`src/rtl/seq_detector_param_if.sv`:
```
// ----------------------------------------------------------------------------
// seq_detector_param_if
//   Bundles the serial-detector control/data signals into one port.
//   master : drives en, in, load, pat_in, clr_cnt; observes q, match_cnt, sat
//   slave  : the detector side (inverse directions)
//   Parameters N (pattern length) and CNT_W (match counter width) must match
//   the detector instance this interface is bound to.
// ----------------------------------------------------------------------------
interface seq_detector_param_if #(
  parameter int N     = 6,
  parameter int CNT_W = 8
);
  logic             en;         // sample enable
  logic             in;         // serial data bit
  logic             load;       // load a new pattern from pat_in
  logic [N-1:0]     pat_in;     // new pattern, MSB = first bit received
  logic             clr_cnt;    // synchronous clear of match_cnt
  logic             q;          // registered Moore match flag
  logic [CNT_W-1:0] match_cnt;  // saturating match counter
  logic             sat;        // match_cnt is all-ones

  modport master (
    output en, in, load, pat_in, clr_cnt,
    input  q, match_cnt, sat
  );

  modport slave (
    input  en, in, load, pat_in, clr_cnt,
    output q, match_cnt, sat
  );
endinterface

```
`src/rtl/seq_detector_param.sv`:
```
// ----------------------------------------------------------------------------
// seq_detector_param
//   Parametrised Moore serial-pattern detector with run-time reloadable
//   pattern, overlapping / non-overlapping match mode, input-enable
//   qualification and a saturating match counter.
//
//   Ports:
//     clk  : single clock, all state updates on the rising edge
//     rst  : asynchronous active-low reset
//     bus  : seq_detector_param_if.slave
//            en, in, load, pat_in, clr_cnt in; q, match_cnt, sat out
//
//   Parameters:
//     N       : pattern length, 2..32
//     PATTERN : reset-time pattern, MSB = first bit received
//     OVERLAP : 1 = matches may share bits, 0 = N fresh bits after a match
//     CNT_W   : match counter width, 1..32
// ----------------------------------------------------------------------------
module seq_detector_param #(
  parameter int           N       = 6,
  parameter logic [N-1:0] PATTERN = 6'b011010,
  parameter bit           OVERLAP = 1'b1,
  parameter int           CNT_W   = 8
) (
  input  logic                 clk,
  input  logic                 rst,
  seq_detector_param_if.slave  bus
);

  // fill counts 0..N inclusive, so it needs room for the value N itself.
  localparam int             FW   = $clog2(N + 1);
  localparam logic [FW-1:0]  FULL = FW'(N);
  localparam logic [CNT_W-1:0] CNT_MAX = '1;

  logic [N-1:0]     pat_r,  pat_n;
  logic [N-1:0]     hist_r, hist_n;
  logic [FW-1:0]    fill_r, fill_n;
  logic             mflag_r, mflag_n;
  logic [CNT_W-1:0] cnt_r,  cnt_n;

  logic [FW-1:0]    fill_inc;
  logic             match;

  // --------------------------------------------------------------------------
  // Next-state logic
  // --------------------------------------------------------------------------
  always_comb begin
    // NOTE: every variable gets its hold value before any branch, so no path
    // through this block leaves one unassigned and no latch is inferred.
    pat_n    = pat_r;
    hist_n   = hist_r;
    fill_n   = fill_r;
    mflag_n  = mflag_r;
    cnt_n    = cnt_r;
    match    = 1'b0;
    fill_inc = (fill_r == FULL) ? FULL : fill_r + FW'(1);

    if (bus.load) begin
      // A reload discards any partially matched history; the counter keeps
      // its value and en/in are ignored on this edge.
      pat_n   = bus.pat_in;
      hist_n  = '0;
      fill_n  = '0;
      mflag_n = 1'b0;
    end else if (bus.en) begin
      hist_n  = {hist_r[N-2:0], bus.in};
      // Compare against the post-shift history and post-increment fill, so
      // the bit completing the pattern is recognised on the edge it arrives.
      match   = (hist_n == pat_r) && (fill_inc == FULL);
      mflag_n = match;
      // Non-overlapping mode empties the history count so the matched bits
      // cannot contribute to the next match.
      fill_n  = (match && !OVERLAP) ? '0 : fill_inc;
    end

    // Clear wins over the increment, but a match on the clearing edge still
    // counts as the first match of the new epoch.
    if (bus.clr_cnt) begin
      cnt_n = match ? CNT_W'(1) : '0;
    end else if (match && (cnt_r != CNT_MAX)) begin
      cnt_n = cnt_r + CNT_W'(1);
    end
  end

  // --------------------------------------------------------------------------
  // State registers
  // --------------------------------------------------------------------------
  always_ff @(posedge clk or negedge rst) begin
    if (!rst) begin
      pat_r   <= PATTERN;
      hist_r  <= '0;
      fill_r  <= '0;
      mflag_r <= 1'b0;
      cnt_r   <= '0;
    end else begin
      // NOTE: non-blocking assignments so every register samples the
      // pre-edge values computed above, independent of statement order.
      pat_r   <= pat_n;
      hist_r  <= hist_n;
      fill_r  <= fill_n;
      mflag_r <= mflag_n;
      cnt_r   <= cnt_n;
    end
  end

  // --------------------------------------------------------------------------
  // Outputs: q comes straight from a register, no path from in.
  // --------------------------------------------------------------------------
  assign bus.q         = mflag_r;
  assign bus.match_cnt = cnt_r;
  assign bus.sat       = &cnt_r;

endmodule
```
`src/flat_wrapper.sv`:
```
// flat-port wrapper written by rule: the top's interface ports become plain ports
module seq_detector_param_flat 
#(
  parameter int           N       = 6,
  parameter logic [N-1:0] PATTERN = 6'b011010,
  parameter bit           OVERLAP = 1'b1,
  parameter int           CNT_W   = 8
)
  (clk, rst, bus_en, bus_in, bus_load, bus_pat_in, bus_clr_cnt, bus_q, bus_match_cnt, bus_sat);
  seq_detector_param_if #(.N(N), .CNT_W(CNT_W)) bus_i ();
  input  logic clk;
  input  logic rst;
  input wire logic [$bits(bus_i.en)-1:0] bus_en;
  input wire logic [$bits(bus_i.in)-1:0] bus_in;
  input wire logic [$bits(bus_i.load)-1:0] bus_load;
  input wire logic [$bits(bus_i.pat_in)-1:0] bus_pat_in;
  input wire logic [$bits(bus_i.clr_cnt)-1:0] bus_clr_cnt;
  output wire logic [$bits(bus_i.q)-1:0] bus_q;
  output wire logic [$bits(bus_i.match_cnt)-1:0] bus_match_cnt;
  output wire logic [$bits(bus_i.sat)-1:0] bus_sat;
  assign bus_i.en = bus_en;
  assign bus_i.in = bus_in;
  assign bus_i.load = bus_load;
  assign bus_i.pat_in = bus_pat_in;
  assign bus_i.clr_cnt = bus_clr_cnt;
  assign bus_q = bus_i.q;
  assign bus_match_cnt = bus_i.match_cnt;
  assign bus_sat = bus_i.sat;
  seq_detector_param #(.N(N), .PATTERN(PATTERN), .OVERLAP(OVERLAP), .CNT_W(CNT_W)) u_core (.clk(clk), .rst(rst), .bus(bus_i));
endmodule
```
`config.mk`:
```
export PLATFORM = sky130hd
export DESIGN_NAME = seq_detector_param_flat
export DESIGN_NICKNAME = d
export VERILOG_FILES = /design/src/rtl/seq_detector_param_if.sv /design/src/rtl/seq_detector_param.sv /design/src/flat_wrapper.sv
export SDC_FILE = /design/constraint.sdc
export NUM_CORES = 1
export LEC_CHECK = 0
export CORE_AREA = 2 2 49 51
export CTS_BUF_LIST = sky130_fd_sc_hd__clkbuf_16
export DETAILED_ROUTE_END_ITERATION = 16
export DIE_AREA = 0 0 51 53
export PLACE_DENSITY = 0.87
export SYNTH_ARGS = -nofsm -noshare
export SYNTH_HDL_FRONTEND = slang
export SYNTH_SLANG_ARGS = --single-unit
```
`constraint.sdc`:
```
create_clock -name clk -period 6.6 [get_ports clk]
set_input_delay 0.99 -clock clk [delete_from_list [all_inputs] [get_ports clk]]
set_output_delay 0.99 -clock clk [all_outputs]
set_load 0.02 [all_outputs]
```
==> results.py <==
metrics = {
    "status": {
        "result_of_the_run": "complete, no violations",
    },
    "critical_path": {
        "setup.worst_path.class": "input pin to register",
        "slowest_delay_ns": 0.80,
        "crit_path_cell_trace": "clkdlybuf4s50_1, nor2b_1, o2111ai_1, or4_1, or3_1, a21oi_1",
        "worstSetupStartpoint": "bus_en",
        "r2r_slack_ns": 4.05,
        "r2r_cells": 7,
        "data_arrival_time_of_the_worst_path_ns": 3.34,
        "crit-reg2reg-launch": "u_core.fill_r[0]$_DFFE_PN0P_",
        "cp_slowest_cell": "clkdlybuf4s50_1",
        "reg2reg_to": "u_core.bus.match_cnt[4]$_DFFE_PN0P_",
        "start_kind": "input pin",
        "highest_fanout_seen_on_the_critical_path": 13,
        "worst-endpoint-required_ns": 6.78,
        "critPathCapture": "u_core.bus.match_cnt[4]$_DFFE_PN0P_",
        "setup.worst_path.end_class": "register",
    },
    "floorplanning": {
        "rows": 17,
        "floorplan.die_area_um2": 2700,
        "die_x_um": 51,
        "floorplan.die.height_um": 53,
        "placeableCoreArea_um2": 2150,
        "initial_utilization_pct": 53.2,
        "pin_count": 22,
    },
    "clock_tree": {
        "cts-buffers-inserted": 3,
        "post_cts_resized": 0,
        "cts_post_setup_buffers_inserted": 0,
        "cts_tree": "built",
        "path_clk_slew_ns": 0.06,
        "ctsHtreeMaxLevel": 1,
        "holdBufCountCts": 0,
        "clock_sink_count": 23,
        "maximum_root_to_sink_buffer_count": 2,
        "clock_latency_late_sink_ns": 0.26,
        "cts.root.buffer_cell": "clkbuf_16",
    },
    "drt": {
        "dr.pass1.iters": 4,
        "finalWirelength_mm": 2.22,
        "drt_drc_violations_left": 0,
        "detail-route-antenna-nets": 0,
        "route.detailed.vias_per_inst": 5.64,
        "drt-initial-drc-count": 9,
        "drt-wirelength-per-cell_um": 14.6,
        "detailroute.via_count": 858,
    },
    "synth": {
        "ys.flop_type": "dfrtp_1",
        "synth.top_cells.by_area": "dfrtp_1, dfstp_2, mux2_2",
        "share_of_flip_flops_with_an_asynchronous_set_or_reset_after_synthesis_pct": 100,
        "synth_area_um2": 1140,
        "yosysSeqAreaShare_pct": 50.7,
        "synth_top_cells_by_count": "dfrtp_1, nor2_1, a21oi_1, mux2_2, mux2i_1",
        "synth_largest_area_cell": "dfrtp_1",
        "ys.warnings.count": 0,
        "synthDominantCellAreaShare_pct": 43.8,
        "count_of_distinct_cell_types_in_the_synthesized_netlist": 33,
        "synth_edf_count": 0,
        "synthesis.instances": 104,
        "yosysMostFrequentCell": "dfrtp_1",
        "synth.net_count": 119,
        "ff_latch_count_synth": 23,
        "syn_area_per_cell_um2": 11.0,
    },
    "placement": {
        "dp.final_hpwl_mm": 1.59,
        "count_of_port_buffers_added_during_placement": 21,
        "placement.cell_area_um2": 1370,
        "gp_routability_congestion": 0.822,
        "inst_count_dp": 148,
    },
    "final_layout": {
        "finish.cell_count_without_fillers": 152,
        "antenna_cells": 0,
        "final_layout_size_suffix_gt1_share_pct": 12.1,
        "area_growth_syn_to_layout_pct": 26.6,
        "design_area_um2": 1450,
        "num-nets-final": 140,
    },
    "global_routing": {
        "grt_start_max_net_pins": 24,
        "antenna_found_initial": 0,
        "grt_pass1_vias": 877,
        "grt_overflow": 0,
        "grt_use_total_pct": 19.2,
        "grt_first_pass_wirelength_mm": 3.77,
    },
    "sta": {
        "grt_setup_unrepaired": "false",
        "timing.setup.tns_ns": 0,
        "fin_skew_ns": 0.00293,
        "final_min_period_over_clock_period_pct": 47.9,
        "setup_viol": 0,
        "minimum_clock_period_ns": 3.16,
        "slew_at_the_pin_with_the_worst_max_slew_slack_ns": 0.962,
        "slew_headroom_pct": 35.7,
        "timing_hold_violations_final": 0,
        "achievable-frequency_ghz": 0.316,
        "final-max-slew-violation-count": 0,
    },
    "pwr": {
        "ir_worst_vdd_mv": 0.174,
        "pwr_density_cell_nw_per_um2": 213,
        "total_power_mw": 0.308,
        "power.leakage_nw": 0.624,
    },
    "worst_hold_path": {
        "timing.hold.worst.class": "register to register",
    },
    "run": {
        "drv.max_cap_violation_count": 0,
    },
}
worst min-delay path by stage:
stage,slack (ns),from,depth (start not counted),end
after floorplan,0.50,u_core.pat_r[0]$_DFFE_PN0P_,1,u_core.pat_r[0]$_DFFE_PN0P_
after global placement,0.47,u_core.bus.q$_DFFE_PN0P_,1,u_core.bus.q$_DFFE_PN0P_
after detailed placement,0.47,u_core.bus.q$_DFFE_PN0P_,1,u_core.bus.q$_DFFE_PN0P_
after CTS,0.48,u_core.bus.q$_DFFE_PN0P_,1,u_core.bus.q$_DFFE_PN0P_
after global routing,0.51,u_core.bus.q$_DFFE_PN0P_,1,u_core.bus.q$_DFFE_PN0P_
final,0.48,u_core.bus.q$_DFFE_PN0P_,1,u_core.bus.q$_DFFE_PN0P_
power by group:
| group | internal [mW] | switching, mW |
|---|---|---|
| clock network | 0.0808 | 0.0479 |
| registers | 0.148 | 0.00446 |
| logic | 0.0152 | 0.0118 |
| total | 0.244 | 0.0642 |
stage by stage:
step | util (%) | hold slack, ns | worst slack, ns
after floorplan | - | 0.501 | 4.03
after global placement | 63.7 | 0.467 | 3.29
after detailed placement | 63.7 | 0.470 | 3.18
after CTS | 67.3 | 0.483 | 3.44
after global routing | 67.3 | 0.514 | 3.26
final | 67.3 | 0.481 | 3.44
state kept, by name, summed over array words and instances, names as in the netlist:
register and flops:
u_core.bus.q 1, u_core.hist_r 5, u_core.bus.match_cnt 8, u_core.fill_r 3, u_core.pat_r 6
worst max-delay path, delay by kind of cell:
| family | cells | cell delay (ns) |
|---|---|---|
| compound gates | 2 | 0.29 |
| buf+inv | 1 | 0.80 |
| simple gates | 3 | 1.26 |
final cells by class:
type                    instances  area (um^2)
inverters                       2         7.51
multi-input cells              74          536
clock buffers                   3         75.1
repair buffers                 21          210
flip-flops and latches         23          579
well taps                      28         35.0
clock inverters                 1         3.75
fillers                       168          702
routing by layer:
metal	up-vias	track usage [%]	part of all wire, %
met2	26	35.5	51
met5	-	0	0
met4	0	8.11	1.3
met3	3	4.52	4.4
met1	409	21.0	43
li1	420	-	-
logic make-up (layout without fill, tap and decap cells):
logic type,count (synthesis),after routing,synth area share (%)
and+or+nand+nor,32,32,15.9
DFF,23,23,50.7
adders and majority gates,3,3,3.29
xor gates and xnor gates,6,6,4.60
AOI/OAI and AO/OA,21,21,11.9
muxes,12,12,11.2
buffers and inverters,7,27,2.41
layout by cell type (no fill, tap or decap), types with 3 or more instances in the layout:
cell type and instances:
xor2_1 4, nor2_1 10, clkdlybuf4s50_1 21, mux2_2 6
inv_1 3, mux2i_1 6, nand2_1 3, a21oi_1 6
clkbuf_16 3, or3_1 4, ha_1 3, dfstp_2 3
dfrtp_1 20, o21ai_0 5
(Power assumes the default switching activity.)
